$ cat src/rtl/reg_file_pkg.sv
// Shared types and default sizing for the parametrised register file.
package reg_file_pkg;

  localparam int unsigned DefDataW = 16;
  localparam int unsigned DefAddrW = 4;

  typedef enum logic [0:0] {
    IDLE,
    SWEEP
  } clr_state_e;

endpackage

$ cat src/rtl/rf_clear_seq.sv
// Clear sequencer: walks every word address once after a Clr pulse, holding busy
// for exactly DEPTH cycles.
module rf_clear_seq
  import reg_file_pkg::*;
#(
  parameter int unsigned ADDR_W = DefAddrW
) (
  input  logic              clk,
  input  logic              rst,
  input  logic              clr,
  output logic              busy,
  output logic              clr_we,
  output logic [ADDR_W-1:0] clr_addr
);

  localparam int unsigned DEPTH = 2 ** ADDR_W;
  localparam logic [ADDR_W-1:0] LastAddr = ADDR_W'(DEPTH - 1);

  clr_state_e        state_q;
  logic [ADDR_W-1:0] cnt_q;
  logic              busy_q;

  always_ff @(posedge clk or posedge rst) begin
    if (rst) begin
      state_q <= IDLE;
      cnt_q   <= '0;
      busy_q  <= 1'b0;
    end else begin
      unique case (state_q)
        IDLE: begin
          if (clr) begin
            state_q <= SWEEP;
            busy_q  <= 1'b1;
            cnt_q   <= '0;
          end
        end
        SWEEP: begin
          // Terminal count exits the sweep, so the counter never wraps.
          if (cnt_q == LastAddr) begin
            state_q <= IDLE;
            busy_q  <= 1'b0;
            cnt_q   <= '0;
          end else begin
            cnt_q <= cnt_q + 1'b1;
          end
        end
        default: begin
          state_q <= IDLE;
          busy_q  <= 1'b0;
          cnt_q   <= '0;
        end
      endcase
    end
  end

  assign busy     = busy_q;
  assign clr_we   = busy_q;
  assign clr_addr = cnt_q;

endmodule

$ cat src/rtl/reg_file_param.sv
// Register file: one write port, two registered read ports, optional write-first bypass,
// optional hard-wired zero word 0, and a multi-cycle clear sweep.
module reg_file_param
  import reg_file_pkg::*;
#(
  parameter int unsigned DATA_W  = DefDataW,
  parameter int unsigned ADDR_W  = DefAddrW,
  parameter bit          BYPASS  = 1'b1,
  parameter bit          ZERO_R0 = 1'b0
) (
  input  logic              Clk,
  input  logic              Rst,
  input  logic              Wen,
  input  logic [ADDR_W-1:0] WAddr,
  input  logic [DATA_W-1:0] WData,
  input  logic [ADDR_W-1:0] RAAddr,
  input  logic [ADDR_W-1:0] RBAddr,
  input  logic              RAen,
  input  logic              RBen,
  input  logic              Clr,
  output logic [DATA_W-1:0] RAData,
  output logic [DATA_W-1:0] RBData,
  output logic              Busy
);

  localparam int unsigned DEPTH = 2 ** ADDR_W;

  logic [DATA_W-1:0] mem_q [DEPTH];
  logic [DATA_W-1:0] ra_q, rb_q;
  logic [DATA_W-1:0] rd_a, rd_b;
  logic              busy;
  logic              clr_we;
  logic [ADDR_W-1:0] clr_addr;
  logic              wr_ok;

  rf_clear_seq #(
    .ADDR_W(ADDR_W)
  ) u_clear_seq (
    .clk     (Clk),
    .rst     (Rst),
    .clr     (Clr),
    .busy    (busy),
    .clr_we  (clr_we),
    .clr_addr(clr_addr)
  );

  assign wr_ok = Wen && !busy && !(ZERO_R0 && (WAddr == '0));

  always_comb begin
    rd_a = mem_q[RAAddr];
    rd_b = mem_q[RBAddr];
    if (BYPASS && wr_ok && (WAddr == RAAddr)) rd_a = WData;
    if (BYPASS && wr_ok && (WAddr == RBAddr)) rd_b = WData;
    // The zero word wins over any forwarded write data.
    if (ZERO_R0 && (RAAddr == '0)) rd_a = '0;
    if (ZERO_R0 && (RBAddr == '0)) rd_b = '0;
  end

  always_ff @(posedge Clk or posedge Rst) begin
    if (Rst) begin
      for (int i = 0; i < DEPTH; i++) mem_q[i] <= '0;
    end else if (clr_we) begin
      mem_q[clr_addr] <= '0;
    end else if (wr_ok) begin
      mem_q[WAddr] <= WData;
    end
  end

  always_ff @(posedge Clk or posedge Rst) begin
    if (Rst) begin
      ra_q <= '0;
      rb_q <= '0;
    end else if (!busy) begin
      if (RAen) ra_q <= rd_a;
      if (RBen) rb_q <= rd_b;
    end
  end

  assign RAData = ra_q;
  assign RBData = rb_q;
  assign Busy   = busy;

endmodule
$ cat config.mk
export PLATFORM = sky130hd
export DESIGN_NAME = reg_file_param
export DESIGN_NICKNAME = d
export VERILOG_FILES = /design/src/rtl/reg_file_pkg.sv /design/src/rtl/rf_clear_seq.sv /design/src/rtl/reg_file_param.sv
export SDC_FILE = /design/constraint.sdc
export NUM_CORES = 1
export LEC_CHECK = 0
export CORE_UTILIZATION = 60
export DETAILED_ROUTE_END_ITERATION = 7
export DONT_BUFFER_PORTS = 1
export PLACE_DENSITY = 0.76
export RECOVER_POWER = 100
export SETUP_SLACK_MARGIN = 0.5
export SYNTH_ARGS = -nofsm -noshare
export SYNTH_HDL_FRONTEND = slang
export SYNTH_SLANG_ARGS = --single-unit
export TNS_END_PERCENT = 1
$ cat constraint.sdc
create_clock -name Clk -period 12 [get_ports Clk]
set_input_delay 2.4 -clock Clk [delete_from_list [all_inputs] [get_ports Clk]]
set_output_delay 2.4 -clock Clk [all_outputs]
set_load 0.02 [all_outputs]
[After elaboration in Yosys (flattened, before gate mapping)]
Cells that the tools add are included.
Storage, ports and cells
  bits in registers: 294
  output and inout bits: 33
  word-level logic and storage cells: 75
Operators by class
  $add $sub $neg: 1
  $lt $le $gt $ge: 6
  eq/ne operators: 5
  mux-type cells: 24
  bitwise logic cells: 8
  reduce and logical (&&, ||, !) cells: 10
Operators by type and width (count)
  2-to-1 mux 256 bit: 2
  bitwise AND 256 bit: 1
  bitwise mux 256 bit: 1
  inverter 256 bit: 1
  binary-select mux 16 bit (select 4 bit): 2
  demux 16 bit (select 4 bit): 2
  2-to-1 mux 16 bit: 8
  >= comparator 5 bit, second input constant: 4
  inverter 4 -> 5 bit: 4
  < comparator 5 x 1 -> 1 bit, second input constant: 2
  equality test 4 bit: 2
  2-to-1 mux 4 bit: 2
  one-hot mux 4 bit (2 select lines): 1
  AND reduction 2 bit: 3
  logical AND 1 bit: 5
  adder 4 x 1 -> 4 bit, second input constant: 1
  equality test 4 bit, second input constant: 1
  2-to-1 mux 1 bit: 4
  != test 2 bit, second input constant: 2
  one-hot mux 1 bit (2 select lines): 2
  inverter 1 bit: 2
  nonzero test 2 bit: 1
  zero test 1 bit: 1

[Depth between registers and ports, before layout]
Gate-level depths: netlist of run 1.
  depth after elaboration: 8
  depth in mapped cells: 8

[Hierarchy]
A second synthesis of run 1 with hierarchy kept.
Unflattened totals
  cells, all modules: 1194
  area, all modules: 15648.8 um^2
Modules (own cells, without submodules)
  reg_file_param: instances 1, cells each 1161, area each 15334.7 um^2, seq. area each 7206.9 um^2
  rf_clear_seq: instances 1, cells each 33, area each 314.1 um^2, seq. area each 150.1 um^2

[Worst setup path after synthesis of run 1]
No wires, ideal clock.
  path kind: input -> register
  start: input port WAddr[2]
  end: register mem_q[240] in the netlist's numbering
  library setup time: 121 ps
  arrival time: 3835 ps
  data required time: 11879 ps
  setup slack: 8044 ps
  stages on the path: 7
  path buffers: 3
  path through: clkbuf_1 or4b_1 buf_4 nor3_4 a21oi_4 buf_6 a22o_1
On the way
  cells in the longest elaborated chain, start to end: 8
  elaborated cells on any way between the ends: 9
  those cells by class: order compare: 2; mux: 5; bitwise: 1; reduce/logical: 1
Ends and longest elaborated chain
  from (decl): line reg_file_param.sv:14  | input logic [ADDR_W-1:0] WAddr,
  inverter 4 -> 5 bit (implied by the code) (*): line reg_file_param.sv:65  | mem_q[WAddr] <= WData;
  >= comparator 5 bit (implied by the code) or < comparator 5 x 1 -> 1 bit (tied branches): line reg_file_param.sv:65
  logical AND 1 bit (implied by the code): line reg_file_param.sv:65
  2-to-1 mux 16 bit (implied by the code): line reg_file_param.sv:65
  demux 16 bit (select 4 bit) (*): line reg_file_param.sv:65
  bitwise mux 256 bit (*): line reg_file_param.sv:65
  2-to-1 mux 256 bit (*): line reg_file_param.sv:64  | end else if (wr_ok) begin
  2-to-1 mux 256 bit (*): line reg_file_param.sv:62  | end else if (clr_we) begin
  to (signal, indexed assignment): line reg_file_param.sv:65
  to (decl): line reg_file_param.sv:28  | logic [DATA_W-1:0] mem_q [DEPTH];
Every way passes the cells marked *; elsewhere a longest branch is shown, timed or not. The select of a mux whose other input is x is not followed.
A chain may end at the register's enable or synchronous reset.

==> impl_metrics.py, run 1 <==
metrics = {
    "drt": {
        "antenna_left": 0,
        "wl_per_cell_um": 32.23,
        "dr.first_iter.drc_count": 1240,
        "avgViaCountPerCell": 7.756,
        "totalWireLength_um": 45950,
        "drc_errors": 0,
        "via_count": 11060,
        "dr.pass1.iters": 5,
    },
    "finish": {
        "syn2layout_area_growth_pct": 7.110,
        "antennaDiodeCount": 0,
        "nets": 1118,
        "drive_above_1_share_pct": 17.97,
        "post-route-util_pct": 66.11,
    },
    "power": {
        "power_density_mw_per_mm2": 253.8,
        "switching_share_pct": 32.37,
        "switchingPower_uw": 1336,
        "combPwrFrac_pct": 27.7,
        "pwr-share-clk_pct": 26.4,
        "internal_power_uw": 2792,
        "peakVddDrop_uv": 161.6,
        "p_leak_uw": 0.007218,
        "p_seq_share_pct": 45.9,
        "total_power_uw": 4129,
    },
    "die": {
        "initial_core_util_pct": 61.72,
        "pin_count": 67,
        "die_w_um": 161.1,
        "fp.coreArea_sq_mm": 0.02460,
        "core.rowCount": 57,
        "fp.dieH_um": 161.1,
        "die_area_sq_mm": 0.02595,
    },
    "worst_hold_path": {
        "hp-class": "reg2reg",
    },
    "clock_network": {
        "clock_path_buffers": 3,
        "cts_resized": 0,
        "cts.sinks": 294,
        "cts_tree": "done",
        "cts-htree-levels": 1,
        "cts-root-buf": "clkbuf_16",
        "cts_inserted_buffers": 30,
        "insertion_delay_ns": 0.57,
        "postCtsSetupRepairBufs": 0,
        "holdBufCountCts": 0,
        "clkTransAtPathRegs_ns": 0.06,
    },
    "timing": {
        "slew_headroom_pct": -254.0,
        "worst_pin_slew_ns": 5.280,
        "max_freq_mhz": 154.2,
        "setup_viol": 0,
        "setup_tns_ns": 0,
        "rsz0062_at_grt": "no",
        "slew_violations": 208,
        "final-hold-violation-count": 0,
        "fin_crit_sh_pct": 54.04,
        "fin_worst_skew_ns": 0.01324,
        "fin_crit_ns": 6.484,
    },
    "setup_path": {
        "crit_arrival_ns": 7.10,
        "start_kind": "input port",
        "crit_fanout": 120,
        "setup.worst_path.class": "in2async",
        "cp.required_ns": 12.62,
        "crit_path_end_kind": "async pin",
    },
    "logic_synthesis": {
        "syn_nets": 1189,
        "ys_ff_latch": 294,
        "ys_warn_count": 0,
        "yosysUniqueCellTypes": 41,
        "seq_area_frac_synth_pct": 48.44,
        "synthesis.area_sq_mm": 0.01519,
        "syn_inst": 1149,
        "avgSynthCellArea_sq_um": 13.22,
    },
    "run": {
        "drv_cap": 6,
    },
    "global_routing": {
        "overflow": 0,
        "antenna_found_initial": 1,
        "grt_util_met1_pct": 49.58,
        "grt_pass1_wl_um": 70220,
        "grt_use_total_pct": 36.37,
        "grt_pass1_vias": 11160,
        "grt_max_degree": 121,
        "gr-usage-met2_pct": 55.04,
        "grtUsageMet3_pct": 10.76,
        "top_usage_layer": "met2",
    },
    "placed_design": {
        "place.gp.congestion": 0.8574,
        "port_buffers": 0,
        "hpwl_um": 26460,
    },
    "run_status": {
        "status": "finished, violations left",
        "failed_checks": "max-capacitance violations, max-slew violations",
    },
}
## logic make-up (layout without fill, tap and decap cells)
| group | after synthesis | count (layout) | synth area share [%] |
|---|---|---|---|
| xor+xnor | 8 | 8 | 0.4614 |
| mux | 160 | 160 | 19.77 |
| fa+ha+maj | 6 | 6 | 0.4943 |
| flops | 294 | 294 | 48.44 |
| compound gates | 380 | 380 | 21.27 |
| buf+inv | 156 | 109 | 4.457 |
| simple gates | 145 | 145 | 5.100 |
## critical path, cell delays in order
cell and delay [ns]:
clkinvlp_2 2.90, buf_4 0.93, buf_4 0.72
## sequential cells by signal, summed over array words and instances (netlist names)
register              count
u_clear_seq.busy          1
u_clear_seq.clr_addr      4
u_clear_seq.state_q       1
mem_q                   256
RAData                   16
RBData                   16
## power by group through the flow
stage                     Clock, uW  Sequential [uW]  Combinational (uW)
after floorplan                   0             1730                 985
after global placement            0             1880                1090
after detailed placement          0             1880                1140
after CTS                      1090             1880                1140
after global routing           1130             1940                1230
final                          1090             1900                1140
## cell usage after synthesis (all sizes together)
| master | instances | area [sq um] |
|---|---|---|
| clkbuf | 64 | 240.2 |
| dfrtp | 294 | 7357 |
| a41oi | 2 | 17.52 |
| buf | 70 | 354.1 |
| mux4 | 112 | 2522 |
| nor3 | 4 | 46.30 |
| a21oi | 18 | 112.6 |
| a31oi | 17 | 106.4 |
| mux2i | 48 | 480.5 |
| o41ai | 16 | 140.1 |
| nand4bb | 2 | 22.52 |
| or4b | 1 | 10.01 |
| a2bb2oi | 16 | 140.1 |
| nand2 | 22 | 82.58 |
| nand2b | 19 | 118.9 |
| nor2b | 6 | 37.54 |
| xnor2 | 8 | 70.07 |
| or3 | 1 | 6.260 |
| or2 | 16 | 100.1 |
| inv | 22 | 82.58 |
| o21a | 1 | 7.510 |
| a221oi | 16 | 140.1 |
| and3 | 2 | 12.51 |
| o21ai | 2 | 10.01 |
| o22a | 1 | 8.760 |
| nand3 | 19 | 95.09 |
| nor4 | 1 | 12.51 |
| nor2 | 48 | 202.7 |
| a22o | 288 | 2522 |
| o31ai | 2 | 15.01 |
| ha | 6 | 75.07 |
| o21ba | 1 | 10.01 |
| and2 | 3 | 18.77 |
| nand4b | 1 | 8.760 |
## metrics by stage
stage | hold slack (ns) | setup slack (ns) | area, sq um | std cells
finish | 0.5211 | 5.516 | 16270 | 1426
global route | 0.5298 | 4.645 | 16270 | 1426
CTS | 0.5202 | 8.070 | 16420 | 1426
detailed placement | 0.4990 | 7.475 | 15260 | 1370
global placement | 0.4978 | 7.509 | 15260 | 1370
floorplan | 0.4770 | 1.481 | 15190 | 1149
## placed cells by master, fill, tap and decap left out, drive strengths merged, types with 7 or more instances in the layout
cell	count
o41ai	16
mux2i	48
clkbuf	60
bufinv	8
nor2	48
mux4	112
or2	16
a31oi	17
clkinv	7
a221oi	16
dfrtp	294
inv	22
nand3	19
buf	9
a21oi	18
nand2	22
a2bb2oi	16
nand2b	19
xnor2	8
a22o	288
## cell type report
cell class / count / area, sq um
fillers: 1775 / 8338
flip-flops and latches: 294 / 7357
multi-input cells: 699 / 7109
clock buffers: 38 / 862.1
well taps: 324 / 405.4
clock inverters: 18 / 299.0
repair buffers: 31 / 150.1
inverters: 22 / 83.83
## worst paths after layout
check | to | slack (ns) | cells after the start | startpoint
max | mem_q[49]$_DFFE_PP0P_ | 5.52 | 3 | Rst
min | mem_q[155]$_DFFE_PP0P_ | 0.52 | 1 | mem_q[155]$_DFFE_PP0P_
max reg2reg | mem_q[240]$_DFFE_PP0P_ | 7.54 | 4 | u_clear_seq.busy$_DFFE_PP0P_
min reg2reg | mem_q[155]$_DFFE_PP0P_ | 0.52 | 1 | mem_q[155]$_DFFE_PP0P_
max in group Clk | mem_q[240]$_DFFE_PP0P_ | 6.42 | 4 | WAddr[0]
min in group asynchronous | RAData[6]$_DFFE_PP0P_ | 3.35 | 1 | Rst
## layer usage
layer  vias to the layer above  part of all wire [%]
met4                         2                   4.5
met5                         -                 0.028
met1                      5744                    38
li1                       4402                     -
met3                       147                    11
met2                       765                    47
Note: power is estimated with default switching activity, not from simulation.
==> run 2: changes to the inputs <==
Settings changed: CORE_UTILIZATION 60 to 58.
Clock period 12 ns to 5.7 ns, I/O delays scaled along.
==> impl_metrics.py, run 2 (synthesized netlist as in run 1, its figures left out) <==
metrics = {
    "run_status": {
        "status": "finished, violations left",
        "failed_checks": "max-capacitance violations, max-slew violations",
    },
    "timing": {
        "slew_headroom_pct": -23.35,
        "rsz0062_at_grt": "no",
        "setup_tns_ns": 0,
        "setup_viol": 0,
        "fin_crit_ns": 3.938,
        "fin_worst_skew_ns": 0.01826,
        "max_freq_mhz": 254.0,
        "slew_violations": 85,
        "final-hold-violation-count": 0,
        "worst_pin_slew_ns": 1.836,
        "fin_crit_sh_pct": 69.08,
    },
    "drt": {
        "avgViaCountPerCell": 7.697,
        "totalWireLength_um": 45390,
        "via_count": 10990,
        "antenna_left": 0,
        "dr.first_iter.drc_count": 1361,
        "drc_errors": 0,
        "dr.pass1.iters": 6,
        "wl_per_cell_um": 31.79,
    },
    "clock_network": {
        "cts-root-buf": "clkbuf_16",
        "clkTransAtPathRegs_ns": 0.07,
        "cts_inserted_buffers": 30,
        "cts-htree-levels": 1,
        "clock_path_buffers": 3,
        "insertion_delay_ns": 0.57,
        "cts_resized": 0,
        "holdBufCountCts": 0,
        "postCtsSetupRepairBufs": 0,
        "cts_tree": "done",
        "cts.sinks": 294,
    },
    "die": {
        "die_area_sq_mm": 0.02684,
        "core.rowCount": 58,
        "fp.dieH_um": 163.8,
        "die_w_um": 163.8,
        "fp.coreArea_sq_mm": 0.02540,
        "pin_count": 67,
        "initial_core_util_pct": 59.79,
    },
    "finish": {
        "fillerInstances": 1873,
        "final_cell_mix": "dfrtp_1, a22o_1, mux4_2, nor2_1, mux2i_1",
        "stdcell_count": 1428,
        "regMostFlops": "mem_q",
        "syn2layout_area_growth_pct": 6.468,
        "antennaDiodeCount": 0,
        "nets": 1118,
        "largest_register_ffs": 256,
        "mostFrequentLayoutCell": "dfrtp_1",
        "drive_above_1_share_pct": 17.58,
    },
    "power": {
        "power_density_mw_per_mm2": 523.7,
        "p_leak_uw": 0.007183,
        "peakVddDrop_uv": 309.8,
    },
    "setup_path": {
        "start_kind": "flip-flop",
        "setup.worst_path.class": "reg2reg",
        "crit_fanout": 17,
        "crit_arrival_ns": 4.38,
        "crit_path_end_kind": "flip-flop",
        "cp.required_ns": 6.14,
    },
    "global_routing": {
        "antenna_found_initial": 2,
        "grt_max_degree": 158,
        "grt_use_total_pct": 35.09,
        "grt_pass1_wl_um": 69630,
        "overflow": 0,
        "grt_pass1_vias": 11170,
    },
    "placed_design": {
        "placed_cells": 1376,
        "hpwl_um": 26390,
        "port_buffers": 0,
        "place.gp.congestion": 0.8647,
    },
    "run": {
        "drv_cap": 5,
    },
    "worst_hold_path": {
        "hp-class": "reg2reg",
    },
}
==> run 2: changes by cell type in the layout (fill, tap and decap cells not counted), sizes merged <==
cell / change
clkinv: +2
buf: +2
bufinv: -4
inv: -1
clkbuf: -1
clkinvlp: -2
==> run 2: per-stage QoR <==
step / hold slack (ns) / utilization [%] / area [sq um] / total power [uW] / worst slack [ns]
6_report: 0.5187 / 63.66 / 16170 / 8468 / 1.762
5_1_grt: 0.5386 / 63.66 / 16170 / 8832 / 1.541
4_1_cts: 0.4689 / 64.24 / 16320 / 8453 / 3.054
3_5_place_dp: 0.4978 / 60.18 / 15280 / 6350 / 2.592
3_3_place_gp: 0.4954 / 60.18 / 15280 / 6241 / 2.642
2_1_floorplan: 0.4770 / - / 15190 / 5721 / 0.6569
==> run 2: critical path, cell delays in order, from the launching register on <==
cell and delay [ns]:
dfrtp_1 0.59, or4b_1 0.73, nor3_1 1.42, a21oi_1 0.70, a22o_1 0.38
==> run 2: cell type report <==
| cell class | count | area, sq um | share of cell area [%] |
|---|---|---|---|
| Inverter | 22 | 83.83 | 0.5185 |
| Sequential cell | 294 | 7357 | 45.50 |
| Multi-Input combinational cell | 699 | 7102 | 43.92 |
| Timing Repair Buffer | 31 | 182.7 | 1.130 |
| Clock inverter | 13 | 165.2 | 1.021 |
| Clock buffer | 39 | 865.8 | 5.355 |
| Tap cell | 330 | 412.9 | 2.554 |
==> run 2: where the power goes <==
group          switching, uW  internal, uW  total [uW]
sequential               981          3000        3990
combinational            954          1450        2400
clock                    843          1240        2080
==> run 2: final timing paths <==
| path | from | to | slack (ns) | depth (start not counted) |
|---|---|---|---|---|
| worst max register to register | u_clear_seq.busy$_DFFE_PP0P_ | mem_q[244]$_DFFE_PP0P_ | 1.76 | 4 |
| max in group asynchronous | Rst | u_clear_seq.clr_addr[1]$_DFFE_PP0P_ | 3.73 | 2 |
| min in group asynchronous | Rst | mem_q[166]$_DFFE_PP0P_ | 0.62 | 1 |
| worst min register to register | mem_q[198]$_DFFE_PP0P_ | mem_q[198]$_DFFE_PP0P_ | 0.52 | 1 |
| worst min-delay path | mem_q[198]$_DFFE_PP0P_ | mem_q[198]$_DFFE_PP0P_ | 0.52 | 1 |
| worst max-delay path | u_clear_seq.busy$_DFFE_PP0P_ | mem_q[244]$_DFFE_PP0P_ | 1.76 | 4 |
==> run 2: routing by layer <==
metal	global-route usage [%]	wire length (um)	vias up
li1	-	-	4406
met5	0	0	-
met3	8.207	4537	161
met4	16.33	2331	0
met2	55.32	21320	689
met1	46.37	17200	5735
==> run 3: changes to the inputs <==
Settings changed: CORE_UTILIZATION 58 to 60.
Clock period 5.7 ns to 3.7 ns, I/O delays scaled along.
==> impl_metrics.py, run 3 (synthesized netlist as in run 1, its figures left out) <==
metrics = {
    "global_routing": {
        "grt_pass1_wl_um": 70190,
        "overflow": 0,
        "antenna_found_initial": 3,
        "grt_pass1_vias": 11210,
        "grt_max_degree": 82,
        "grt_use_total_pct": 36.27,
    },
    "timing": {
        "fin_crit_ns": 3.100,
        "slew_violations": 88,
        "setup_viol": 0,
        "slew_headroom_pct": -5.715,
        "worst_pin_slew_ns": 1.586,
        "hold-worst-slack_ns": 0.2598,
        "max_freq_mhz": 322.6,
        "setup_ws_ns": 0.6001,
        "rsz0062_at_grt": "no",
        "final-hold-violation-count": 0,
        "fin_crit_sh_pct": 83.78,
        "fin_worst_skew_ns": 0.006400,
    },
    "setup_path": {
        "crit_path_end_kind": "flip-flop",
        "r2r_slack_ns": 0.60,
        "crit_arrival_ns": 3.54,
        "reg2reg_depth": 6,
        "start_kind": "flip-flop",
        "setup.worst_path.class": "reg2reg",
        "cp.required_ns": 4.14,
        "crit_fanout": 17,
    },
    "finish": {
        "multi_input_comb_area_sq_mm": 0.007152,
        "fillerInstances": 1819,
        "largest_register_ffs": 256,
        "final_cell_mix": "dfrtp_1, a22o_1, mux4_2, mux2i_1, nor2_1",
        "syn2layout_area_growth_pct": 7.052,
        "final_area_sq_mm": 0.01626,
        "drive_above_1_share_pct": 18.94,
        "mostFrequentLayoutCell": "dfrtp_1",
        "regMostFlops": "mem_q",
        "antennaDiodeCount": 0,
        "post-route-util_pct": 66.08,
        "regArea_sq_mm": 0.007357,
        "nets": 1126,
    },
    "run_status": {
        "failed_checks": "max-capacitance violations, max-slew violations",
        "status": "finished, violations left",
    },
    "clock_network": {
        "cts_resized": 0,
        "holdBufCountCts": 0,
        "cts_inserted_buffers": 31,
        "postCtsSetupRepairBufs": 0,
        "cts_tree": "done",
        "clkTransAtPathRegs_ns": 0.06,
        "clock_path_buffers": 3,
        "cts-htree-levels": 1,
        "cts.sinks": 294,
        "insertion_delay_ns": 0.56,
        "cts-root-buf": "clkbuf_16",
    },
    "worst_hold_path": {
        "holdPathStages": 1,
        "hp-class": "in2reg",
    },
    "drt": {
        "avgViaCountPerCell": 7.782,
        "totalWireLength_um": 45800,
        "via_count": 11150,
        "dr.pass1.iters": 7,
        "antenna_left": 0,
        "dr.first_iter.drc_count": 1193,
        "drc_errors": 0,
        "wl_per_cell_um": 31.96,
    },
    "power": {
        "power_density_mw_per_mm2": 806.6,
        "switchingPower_uw": 4323,
        "p_leak_uw": 0.007223,
        "pwr-share-clk_pct": 24.6,
        "switching_share_pct": 32.97,
        "p_seq_share_pct": 47.0,
        "total_power_uw": 13110,
        "internal_power_uw": 8790,
        "combPwrFrac_pct": 28.4,
        "peakVddDrop_uv": 483.1,
    },
    "die": {
        "pin_count": 67,
        "initial_core_util_pct": 61.72,
        "die_w_um": 161.1,
        "core.rowCount": 57,
        "fp.dieH_um": 161.1,
        "die_area_sq_mm": 0.02595,
        "fp.coreArea_sq_mm": 0.02460,
    },
    "placed_design": {
        "place.gp.congestion": 0.9281,
        "hpwl_um": 27250,
        "placed_area_sq_mm": 0.01534,
        "port_buffers": 0,
        "place_ws_ns": 1.098,
    },
    "run": {
        "drv_cap": 4,
    },
}
run 3: changes by cell type in the layout (fill, tap and decap cells not counted), sizes merged:
cell / previous run / this run
bufinv: 4 / 2
clkbuf: 59 / 75
buf: 11 / 12
clkinvlp: 1 / 2
clkinv: 9 / 4
run 3: metal layers:
metal  share of wire [%]  GRT usage, %
met5               0.079             0
met4                 4.3         14.24
met3                  12         9.887
met2                  47         56.52
met1                  37         48.88
run 3: layout make-up:
class | count | share of cell area, %
Inverter | 22 | 0.5156
Tap cell | 324 | 2.493
Timing Repair Buffer | 38 | 1.224
Clock buffer | 49 | 5.987
Multi-Input combinational cell | 699 | 43.99
Clock inverter | 7 | 0.5387
Sequential cell | 294 | 45.25
run 3: metrics by stage:
| stage | TNS, ns | cells |
|---|---|---|
| detailed placement | 0 | 1377 |
| global route | 0 | 1433 |
| finish | 0 | 1433 |
| floorplan | -277.28 | 1149 |
| global placement | 0 | 1377 |
| CTS | 0 | 1433 |
run 3: critical path, stage by stage, from the launching register on:
cell,delay [ns]
dfrtp_1,0.58
nand4b_1,0.43
nor2_1,0.16
clkbuf_1,0.99
a21oi_1,0.07
clkbuf_2,0.43
a22o_1,0.31
run 3: power groups by stage:
| stage | combinational, uW | clock, uW | sequential (uW) |
|---|---|---|---|
| final | 3730 | 3220 | 6160 |
| after global routing | 3990 | 3370 | 6300 |
| after CTS | 3720 | 3230 | 6110 |
| after detailed placement | 3700 | 0 | 6110 |
| after global placement | 3550 | 0 | 6090 |
| after floorplan | 3190 | 0 | 5620 |
run 3: path summary, 6_finish.rpt:
kind / start / to
worst min register to register: mem_q[223]$_DFFE_PP0P_ / mem_q[223]$_DFFE_PP0P_
min in group asynchronous: Rst / mem_q[165]$_DFFE_PP0P_
worst max register to register: u_clear_seq.busy$_DFFE_PP0P_ / mem_q[41]$_DFFE_PP0P_
worst min-delay path: Clr / u_clear_seq.clr_addr[1]$_DFFE_PP0P_
worst max-delay path: u_clear_seq.busy$_DFFE_PP0P_ / mem_q[41]$_DFFE_PP0P_
max in group asynchronous: Rst / mem_q[90]$_DFFE_PP0P_
